File: src/rtl/muldiv_pkg.sv
// muldiv_pkg: shared encodings for the multiply/divide sequencer.
//   op_e    : E-stage mul/div opcodes (bit 1 selects the divider, bit 0 = unsigned)
//   state_e : sequencer states
//   DIV0_LO : low word returned by the divide-by-zero fast path
package muldiv_pkg;

  typedef enum logic [1:0] {
    OP_MULT  = 2'b00,
    OP_MULTU = 2'b01,
    OP_DIV   = 2'b10,
    OP_DIVU  = 2'b11
  } op_e;

  typedef enum logic [1:0] {
    ST_IDLE   = 2'b00,
    ST_BUSY   = 2'b01,
    ST_DONE   = 2'b10,
    ST_CANCEL = 2'b11
  } state_e;

  // Fast-path divide-by-zero result is {src_a, DIV0_LO}.
  localparam logic [31:0] DIV0_LO = 32'hFFFF_FFFF;

endpackage

File: src/rtl/muldiv_ctrl.sv
// muldiv_ctrl: sequencer between the execute stage and the multi-cycle
// multiplier / divider.  Accepts one request, latches its operands, pulses
// the selected unit's start, stalls the pipeline until the unit is ready and
// presents the {hi,lo} result for one cycle.  Flushed operations drain
// silently; a watchdog flags a unit that never completes.
//
// Ports:
//   clk, rst                 clock, synchronous active-high reset
//   req_valid, req_op        E-stage request and opcode (op_e encoding)
//   src_a, src_b             rs / rt operands
//   flush                    kill the in-flight E-stage instruction
//   muldiv_stall             hold F..E stages
//   result_valid, result     completed op and its {hi,lo} value
//   timeout                  sticky watchdog error
//   mul_start, mul_sign      multiplier control
//   div_start, div_sign      divider control
//   op_a, op_b               latched operands shared by both units
//   mul_ready, mul_result    multiplier completion pulse and value
//   div_ready, div_result    divider completion pulse and value
//
// Build option: define MULDIV_DIV0_FAST_EN to let DIV/DIVU with src_b == 0
// bypass the divider and complete directly with {src_a, 32'hFFFF_FFFF}.
module muldiv_ctrl
  import muldiv_pkg::*;
#(
  parameter int MAX_LAT = 40,
  parameter int CNT_W   = 6
) (
  input  logic        clk,
  input  logic        rst,
  input  logic        req_valid,
  input  logic [1:0]  req_op,
  input  logic [31:0] src_a,
  input  logic [31:0] src_b,
  input  logic        flush,
  output logic        muldiv_stall,
  output logic        result_valid,
  output logic [63:0] result,
  output logic        timeout,
  output logic        mul_start,
  output logic        mul_sign,
  output logic        div_start,
  output logic        div_sign,
  output logic [31:0] op_a,
  output logic [31:0] op_b,
  input  logic        mul_ready,
  input  logic        div_ready,
  input  logic [63:0] mul_result,
  input  logic [63:0] div_result
);

  localparam logic [CNT_W-1:0] CNT_MAX  = CNT_W'(MAX_LAT);
  localparam logic [CNT_W-1:0] CNT_LAST = CNT_W'(MAX_LAT - 1);

  state_e           state;
  op_e              op_q;
  logic [CNT_W-1:0] wd_cnt;

  logic        accept;
  logic        sel_ready;
  logic [63:0] sel_result;
  logic        wd_expire;
  logic        in_flight;
  logic        div0_fast;

  assign accept     = req_valid & ~flush;
  // Only the unit that was started may complete the operation.
  assign sel_ready  = op_q[1] ? div_ready : mul_ready;
  assign sel_result = op_q[1] ? div_result : mul_result;
  // The cycle whose increment brings the count to MAX_LAT is the last one allowed.
  assign wd_expire  = (wd_cnt >= CNT_LAST);
  assign in_flight  = (state == ST_BUSY) || (state == ST_CANCEL);

`ifdef MULDIV_DIV0_FAST_EN
  assign div0_fast = req_op[1] & (src_b == 32'd0);
`else
  assign div0_fast = 1'b0;
`endif

  // Signs follow the latched opcode for as long as a unit is working on it.
  assign mul_sign = in_flight & (op_q == OP_MULT);
  assign div_sign = in_flight & (op_q == OP_DIV);

  // Stall and result_valid must react to flush/req_valid in the same cycle.
  always_comb begin
    muldiv_stall = 1'b0;
    result_valid = 1'b0;
    case (state)
      ST_IDLE:   muldiv_stall = accept;
      ST_BUSY:   muldiv_stall = 1'b1;
      ST_DONE:   result_valid = ~flush;
      ST_CANCEL: muldiv_stall = accept;
      default:   muldiv_stall = 1'b0;
    endcase
  end

  always_ff @(posedge clk) begin
    if (rst) begin
      state     <= ST_IDLE;
      op_q      <= OP_MULT;
      op_a      <= '0;
      op_b      <= '0;
      result    <= '0;
      wd_cnt    <= '0;
      timeout   <= 1'b0;
      mul_start <= 1'b0;
      div_start <= 1'b0;
    end else begin
      mul_start <= 1'b0;
      div_start <= 1'b0;

      // Watchdog saturates at MAX_LAT while a unit is outstanding.
      if (in_flight && (wd_cnt != CNT_MAX)) begin
        wd_cnt <= wd_cnt + CNT_W'(1);
      end

      case (state)
        ST_IDLE: begin
          if (accept) begin
            op_q <= op_e'(req_op);
            op_a <= src_a;
            op_b <= src_b;
            if (div0_fast) begin
              result <= {src_a, DIV0_LO};
              state  <= ST_DONE;
            end else begin
              wd_cnt    <= '0;
              mul_start <= ~req_op[1];
              div_start <= req_op[1];
              state     <= ST_BUSY;
            end
          end
        end

        ST_BUSY: begin
          // A ready coinciding with flush still frees the unit, but the value is dropped.
          if (sel_ready) begin
            if (!flush) begin
              result <= sel_result;
              state  <= ST_DONE;
            end else begin
              state <= ST_IDLE;
            end
          end else if (wd_expire) begin
            timeout <= 1'b1;
            state   <= ST_IDLE;
          end else if (flush) begin
            state <= ST_CANCEL;
          end
        end

        ST_DONE: begin
          state <= ST_IDLE;
        end

        ST_CANCEL: begin
          if (sel_ready) begin
            state <= ST_IDLE;
          end else if (wd_expire) begin
            timeout <= 1'b1;
            state   <= ST_IDLE;
          end
        end

        default: state <= ST_IDLE;
      endcase
    end
  end

endmodule

File: config.mk
export PLATFORM = sky130hd
export DESIGN_NAME = muldiv_ctrl
export DESIGN_NICKNAME = d
export VERILOG_FILES = /design/src/rtl/muldiv_pkg.sv /design/src/rtl/muldiv_ctrl.sv
export SDC_FILE = /design/constraint.sdc
export NUM_CORES = 1
export LEC_CHECK = 0
export CAP_MARGIN = 0
export CORE_AREA = 2 2 129 131
export DETAILED_ROUTE_END_ITERATION = 10
export DIE_AREA = 0 0 131 133
export DONT_BUFFER_PORTS = 1
export GPL_TIMING_DRIVEN = 0
export MAX_ROUTING_LAYER = met4
export PLACE_DENSITY_LB_ADDON = 0.08
export SKIP_CTS_REPAIR_TIMING = 1
export SLEW_MARGIN = 20
export SYNTH_ARGS = -nofsm -noshare
export SYNTH_HDL_FRONTEND = slang
export SYNTH_SLANG_ARGS = --single-unit
File: constraint.sdc
create_clock -name clk -period 1.7 [get_ports clk]
set_input_delay 0.255 -clock clk [delete_from_list [all_inputs] [get_ports clk]]
set_output_delay 0.255 -clock clk [all_outputs]
set_load 0.005 [all_outputs]
# Yosys cells after proc, flatten, opt, wreduce, memory -nomap -nowiden
# Cells that the tools add are included.
# op_classes
addsub,1
magnitude_cmp,1
n_eq_ne,8
mux,15
bitwise_logic,8
reduce_logical,11
# ops
operator,count
two-way mux 64 bit,1
two-way mux 6 bit,3
two-way mux 2 bit,7
AND reduction 3 bit,3
one-hot mux 2 bit (4 select lines),1
adder 6 x 1 -> 6 bit (second input constant),1
== test 2 bit (second input constant),3
>= comparator 6 bit (second input constant),1
!= test 6 bit (second input constant),1
NOT 1 bit,5
zero test 2 bit,2
!= test 4 bit (second input constant),1
OR reduction 2 bit,2
bitwise AND 1 bit,3
!= test 3 bit (second input constant),1
OR reduction 3 bit,1
== test 2 x 1 -> 1 bit (second input constant),1
two-way mux 1 bit,2
!= test 2 bit (second input constant),1
one-hot mux 1 bit (2 select lines),1
AND reduction 2 bit,1
logical AND 1 bit,1
logical OR 1 bit,1
# totals
ff_bits,141
in_bits,200
out_inout_bits,135

# Longest topological paths before layout
# Gate-level depths: netlist (run 1).
# depth
ltp_word,6
depth_mapped,8

# Least setup slack after synthesis (run 1)
# No wires, ideal clock.
# synth_path
path_kind,reg-to-reg
start,register state[1]
end,register result[54]
setup_time_ps,81
arrival_time_ps,1486
path_slack_ps,133
stages_incl_launch_ff,8
n_path_buf,1
period_less_slack_ps,1567
cell_sequence,dfxtp_1 > inv_1 > ha_1 > nor2b_1 > and2_4 > clkbuf_1 > nor2_1 > a211oi_2
# synth_between
elab_chain_cells,2
# synth_rtl
element,line,text
"start, declared",muldiv_ctrl.sv:55,state_e state;
"start signal, assigned",muldiv_ctrl.sv:99,state <= ST_IDLE;
"start signal, assigned",muldiv_ctrl.sv:125,state <= ST_DONE;
"start signal, assigned",muldiv_ctrl.sv:130,state <= ST_BUSY;
== test 2 x 1 -> 1 bit,muldiv_ctrl.sv:117,case (state)
AND reduction 3 bit (no line),-,
"end signal, assigned",muldiv_ctrl.sv:124,"result <= {src_a, DIV0_LO};"
"end signal, assigned",muldiv_ctrl.sv:139,result <= sel_result;
"end, declared",muldiv_ctrl.sv:38,"output logic [63:0] result,"
# Every way passes these cells.
# A chain may end at the register's enable or synchronous reset.

# Worst setup path after layout (run 1)
# layout_path
start,register op_q[1]
end,output port div_sign
# layout_between
elab_chain_cells,2
# layout_rtl
element,line,text
"start, declared",muldiv_ctrl.sv:56,op_e op_q;
"start signal, assigned",muldiv_ctrl.sv:120,op_q <= op_e'(req_op);
== test 2 bit,muldiv_ctrl.sv:82,assign div_sign = in_flight & (op_q == OP_DIV);
bitwise AND 1 bit,muldiv_ctrl.sv:82,
"end, declared",muldiv_ctrl.sv:43,"output logic div_sign,"
# Every way passes these cells.

==> results of run 1 <==
## kinds of logic (layout without fill, tap and decap cells)
kind of cell,count (synthesis),count (layout)
XOR/XNOR,5,5
buffers and inverters,51,153
AND/OR/NAND/NOR,91,91
adder cells (fa/ha/maj),7,7
multiplexers,66,66
AO/OA/AOI/OAI,143,143
flip-flops,141,141
## cell usage after synthesis, types with 2 or more instances
master and count:
nor2_1 78, o2111ai_1 2, a211oi_1 4, a211oi_2 60, buf_6 7, dfxtp_1 141
a221oi_1 2, nand2_1 2, mux2i_1 65, buf_4 7, nor3_1 2, xor2_1 3
a22o_1 66, ha_1 7, clkbuf_1 12, buf_2 17, nor2b_1 2, inv_1 7
xnor2_1 2, a21oi_1 3
## flip-flops by register name, summed over array words and instances, names as in the netlist
name       count
div_start      1
mul_start      1
op_a          32
op_b          32
op_q           2
result        64
state          2
timeout        1
wd_cnt         6
## stage by stage
| step | setup TNS [ns] | utilization |
|---|---|---|
| 2_1_floorplan | 0 | - |
| 3_3_place_gp | -8.67 | 0.372 |
| 3_5_place_dp | -10.55 | 0.372 |
| 4_1_cts | -12.59 | 0.405 |
| 5_1_grt | -0.00689 | 0.460 |
| 6_report | 0 | 0.460 |
## worst min-delay path by stage
stage                         startpoint                      end  cells after the start
after floorplan                req_op[1]     mul_start$_SDFF_PP0_                      1
after global placement         req_op[1]     mul_start$_SDFF_PP0_                      1
after detailed placement       req_op[1]     mul_start$_SDFF_PP0_                      1
after CTS                      req_op[1]     mul_start$_SDFF_PP0_                      1
after global routing      mul_result[39]  result[39]$_SDFFE_PP0P_                      2
final                     mul_result[38]  result[38]$_SDFFE_PP0P_                      2
## layer usage
metal / global-route usage / vias up / wire length (um)
met4: 0.0585 / 0 / 191
met5: - / - / 0
met3: 0.0582 / 18 / 1350
met2: 0.308 / 224 / 8590
li1: - / 2034 / -
met1: 0.199 / 1986 / 6840
## worst max-delay path, delay by kind of cell (launching register included)
kind | cells | cell delay, ns
buf+inv | 3 | 0.42
flops | 1 | 0.32
simple gates | 1 | 0.22
## where the power goes
group	internal [W]	switching, W
Clock	0.00191	0.00146
Sequential	0.00377	0.000418
Combinational	0.00100	0.00112
Total	0.00668	0.00299
## cell type report
class / count / area, um2 / area share
Buffer: 44 / 352 / 0.0473
Clock buffer: 20 / 447 / 0.0601
Clock inverter: 12 / 87.6 / 0.0118
Inverter: 7 / 28.8 / 0.00387
Multi-Input combinational cell: 312 / 2720 / 0.366
Sequential cell: 141 / 2830 / 0.381
Tap cell: 220 / 275 / 0.0370
Timing Repair Buffer: 70 / 691 / 0.0929
==> flow_summary.toml, run 1 <==
[synth]
synth.net_count = 711
ys.warnings.count = 0
cell_count_after_synthesis = 504
synth_xor_area_frac = 0.00763
seq_area_frac_synth = 0.492
synth_compound_area_frac = 0.253
synth-adder-area-share = 0.0153
combinational_family_with_the_most_area_after_synthesis = "compound AO/OA/AOI/OAI gates"
yosysTopAreaCellShare = 0.492
synth.lib_cells_used.distinct = 35
synth_edf_count = 0
syn-cell-area_um2 = 5740
ys_async_sr_fraction = 0
post_synth_mux_area_share = 0.116
syn-mean-instance-area_um2 = 11.4
synth.largest_area_cell = "dfxtp_1"
synth_simple_gate_area_share = 0.0652
yosys_register_bits = 141
ranking_of_synthesized_cells_by_area = "dfxtp_1 49%, a211oi_2 13%, mux2i_1 11%, a22o_1 10%, nor2_1 5.1%"
synthFlopType = "dfxtp_1"

[die]
fp.dieW_um = 131
start_util = 0.355
floorplan.die_area_um2 = 17400
num_io_pins = 335
chipHeight_um = 133
core_region_area_um2 = 16200
floorplan.rows = 47

[critical_path]
crit_path_top_delay_cell = "dfxtp_2"
ff2ff_path_depth = 7
worst_setup_path_end_kind = "primary output"
crit_fanout = 10
worst-setup-path-type = "reg -> out"
critPathCapture = "div_sign"
worstSetupStartpoint = "op_q[1]$_SDFFE_PP0P_"
reg2reg_slack_ns = 0.10
crit-reg2reg-launch = "op_q[1]$_SDFFE_PP0P_"
cp_common_cell = "buf_12"
worstReg2RegEnd = "result[46]$_SDFFE_PP0P_"
worstSetupStartpointType = "register"
critical-path-max-stage-delay_ns = 0.32
cp_data_arrival_time_ns = 1.38
data_required_critical_path_ns = 1.44
critical_path.cell_chain = "buf_6 -> buf_12 -> buf_12 -> nor3b_4"

[place]
post-place-ws_ns = -0.395
placedCellCount = 724
dpl.hpwl_um = 12400
placement.cell_area_um2 = 6020
number_of_buffer_cells_added_on_primary_ports = 0
finalWeightedCongestion = 0.806

[power]
cellLeakagePower_nw = 2.59
fin_total_pwr_w = 0.00967
cellPowerDensity_nw_per_um2 = 1300
vdd_drop_max_v = 0.000632

[cts]
cts_root_buf = "clkbuf_16"
clk-insertion-delay-late_ns = 0.41
clockBufferDepth = 2
cts_tree = "done"
numCtsBuffers = 17
h-tree-depth = 4
cts.sinks = 141
worst_path_clk_slew_ns = 0.06

[sta]
finalWorstPathRequiredPeriod_ns = 1.63
worst_slew_pin_tran_ns = 0.789
grt_setup_unrepaired = "true"
max_clock_freq_mhz = 612
relSlewSlack = 0.474
post-route-worst-setup-slack_ns = 0.0653
report.final.setup_viol = 0
fin_worst_hold_slack_ns = 0.116
layout_worst_path_cycle_share = 0.962
hold_viol_final = 0
slew_violations = 0
final.setup_skew_ns = 0.00691

[grt]
grt_max_degree = 17
grt_use_total = 0.181
gr-total-overflow = 0
first_global_vias = 4026
grt_antenna_before_repair = 0
grt_pass1_wl_um = 22800

[drt]
dr_vias = 4262
drcViolationCount = 0
detail-route-antenna-nets = 0
post_drt_via_cell_ratio = 5.16
first_pass_iters = 7
route.detailed.wl_per_inst_um = 20.5
first_iter_violations = 126
routed_wirelength_um = 17000

[final_layout]
final-instance-count-excl-fill = 826
n_antenna_cell = 0
commonest_non_fill_non_tap_cell_in_the_layout = "dfxtp_1"
final_cell_mix = "138 x dfxtp_1, 76 x nor2_1, 66 x a22o_1, 66 x dlygate4sd3_1, 65 x mux2i_1"
area_delta_synth_final_pct = 29.5
final_layout_size_suffix_gt1_frac = 0.246
postLayoutCellArea_um2 = 7430
count_of_fill_cells_added_during_filler_insertion = 1493
nets = 800

[worst_hold_path]
worst_hold_path_class = "in -> reg"

[run_status]
result_of_the_run = "completed"

[job]
max-cap-violations = 0
(Power assumes the default switching activity.)
==> inputs of run 2 (changes only) <==
Settings changed: REMOVE_ABC_BUFFERS set to 1.
==> run 2 against run 1 <==
Global-route usage shrank 2.4 points. Design area increased by 0.35%. Sequential share of layout area shrank 0.10 points. Non-clock buffer count is 25 lower. Setup slack worse by 0.017 ns. Wire length is 6.8% lower. Highest routed layer unchanged. Critical endpoint is now muldiv_stall. The run now ends with negative hold slack left. Sequential power barely moved. Register-to-register slack lost 0.04 ns. First-iteration DRC count is 18% higher. Die area did not move. Critical path depth is 1 higher. Worst hold slack got worse by 0.19 ns.
==> flow_summary.toml, run 2 (synthesis gave the netlist of run 1 again) <==
[grt]
grt_pass1_wl_um = 19900
grt_use_met2 = 0.261
met3_usage = 0.0683
grt_antenna_before_repair = 0
grt_use_total = 0.157
grt_max_degree = 72
gr-total-overflow = 0
first_global_vias = 3597
global_route.peak_usage_layer = "met2"
met1_layer_usage_reported_by_global_route = 0.167

[die]
core_region_area_um2 = 16200
fp.dieW_um = 131
floorplan.rows = 47
chipHeight_um = 133
start_util = 0.355
floorplan.die_area_um2 = 17400
num_io_pins = 335

[drt]
drcViolationCount = 0
detail-route-antenna-nets = 0
routed_wirelength_um = 15800
post_drt_via_cell_ratio = 5.23
first_pass_iters = 4
first_iter_violations = 149
dr_vias = 4198
route.detailed.wl_per_inst_um = 19.7

[sta]
hold_viol_final = 67
max_clock_freq_mhz = 605
fin_worst_hold_slack_ns = -0.0766
final.setup_skew_ns = 0.00766
grt_setup_unrepaired = "true"
finalWorstPathRequiredPeriod_ns = 1.65
worst_slew_pin_tran_ns = 0.455
report.final.setup_viol = 0
post-route-worst-setup-slack_ns = 0.0482
slew_violations = 0
relSlewSlack = 0.696
layout_worst_path_cycle_share = 0.972

[critical_path]
data_required_critical_path_ns = 1.44
critical-path-max-stage-delay_ns = 0.35
critical_path.cell_chain = "inv_2 -> ha_2 -> inv_1 -> a21oi_1 -> nor2_1"
worst_setup_path_end_kind = "primary output"
ff2ff_path_depth = 5
crit_path_top_delay_cell = "dfxtp_2"
cp_data_arrival_time_ns = 1.40
worstSetupStartpoint = "state[1]$_SDFFE_PP0P_"
critical_path.top_delay_family = "flip-flops"
reg2reg_slack_ns = 0.06
worstSetupStartpointType = "register"
worst-setup-path-type = "reg -> out"
crit-reg2reg-launch = "wd_cnt[1]$_SDFF_PP0_"
crit_fanout = 3
critPathBufInv = 2
worstReg2RegEnd = "state[1]$_SDFFE_PP0P_"

[final_layout]
area_delta_synth_final_pct = 29.9
n_antenna_cell = 0
count_of_fill_cells_added_during_filler_insertion = 1471
largest_register_ffs = 64
finalCoreUtilization = 0.461
postLayoutCellArea_um2 = 7460
nets = 776
biggestRegsByFlops = "result (64), op_a (32), op_b (32)"
commonest_non_fill_non_tap_cell_in_the_layout = "dfxtp_1"
final-instance-count-excl-fill = 802
largest_register = "result"
final_layout_size_suffix_gt1_frac = 0.227
final_cell_mix = "138 x dfxtp_1, 76 x nor2_1, 67 x dlygate4sd3_1, 66 x a22o_1, 65 x mux2i_1"

[power]
vdd_drop_max_v = 0.000670
cellPowerDensity_nw_per_um2 = 1310
cellLeakagePower_nw = 2.57

[cts]
cts_root_buf = "clkbuf_16"
cts_tree = "done"
cts.sinks = 141
clockBufferDepth = 2
numCtsBuffers = 17
clk-insertion-delay-late_ns = 0.42
h-tree-depth = 4
worst_path_clk_slew_ns = 0.06

[worst_hold_path]
worst_hold_path_cells = 1
worstHoldStart = "rst"
worst_hold_path_class = "in -> reg"
holdPathEnd = "state[0]$_SDFFE_PP0P_"

[place]
placedCellCount = 687
finalWeightedCongestion = 0.766
placement.cell_area_um2 = 5960
post-place-ws_ns = -0.640
number_of_buffer_cells_added_on_primary_ports = 0
dpl.hpwl_um = 10300

[run_status]
result_of_the_run = "finished with violations"
failed_checks = "negative hold slack"

[job]
max-cap-violations = 0
[run 2: cell types whose count changed in the layout (fill, tap and decap cells not counted), sizes merged]
cell / previous run / this run
clkinv: 4 / 2
dlygate4sd3: 66 / 67
clkbuf: 38 / 23
buf: 30 / 17
and2: 2 / 3
bufinv: 0 / 1
inv: 10 / 15
clkinvlp: 5 / 3
[run 2: where the power goes]
group	internal, W	switching (W)	total (W)	leakage, nW
Combinational	0.00101	0.00102	0.00203	1.15
Sequential	0.00377	0.000414	0.00418	1.15
Clock	0.00207	0.00153	0.00359	0.274
[run 2: worst max path at each step]
stage                             end  slack [ns]  depth (start not counted)
2_1_floorplan   state[1]$_SDFFE_PP0P_       -2.55                          4
3_3_place_gp    state[1]$_SDFFE_PP0P_       -3.19                          4
3_5_place_dp   result[3]$_SDFFE_PP0P_       -0.64                          8
4_1_cts        result[3]$_SDFFE_PP0P_       -0.66                          8
5_1_grt                  muldiv_stall       -0.03                          5
6_report                 muldiv_stall        0.05                          5
[run 2: metal layers]
metal	routed length, um	part of all wire	vias to the layer above
met1	5770	0.36	1967
met5	0	0	-
met4	166	0.010	0
li1	-	-	1990
met2	8380	0.53	226
met3	1510	0.095	15
[run 2: worst reg2reg max path, stage by stage (launching register included)]
cell and delay [ns]:
dfxtp_1 0.34, ha_1 0.22, o21ai_0 0.16, a21boi_1 0.13, o32ai_1 0.48, a221oi_1 0.17
[run 2: cell type report]
type                    instances  area (um2)  share of cell area
flip-flops and latches        141        2830               0.380
multi-input cells             313        2700               0.362
repair buffers                 89        1050               0.140
clock buffers                  18         429              0.0575
well taps                     220         275              0.0369
clock inverters                14         148              0.0198
inverters                       7        28.8             0.00386
[run 2: metrics by stage]
step	TNS [ns]	hold slack (ns)	power (W)
floorplan	-286.79	0.320	0.00542
global placement	-401.85	0.329	0.00578
detailed placement	-26.20	0.335	0.00591
CTS	-27.34	-0.116	0.00954
global route	-0.0529	-0.127	0.0103
finish	0	-0.0766	0.00981
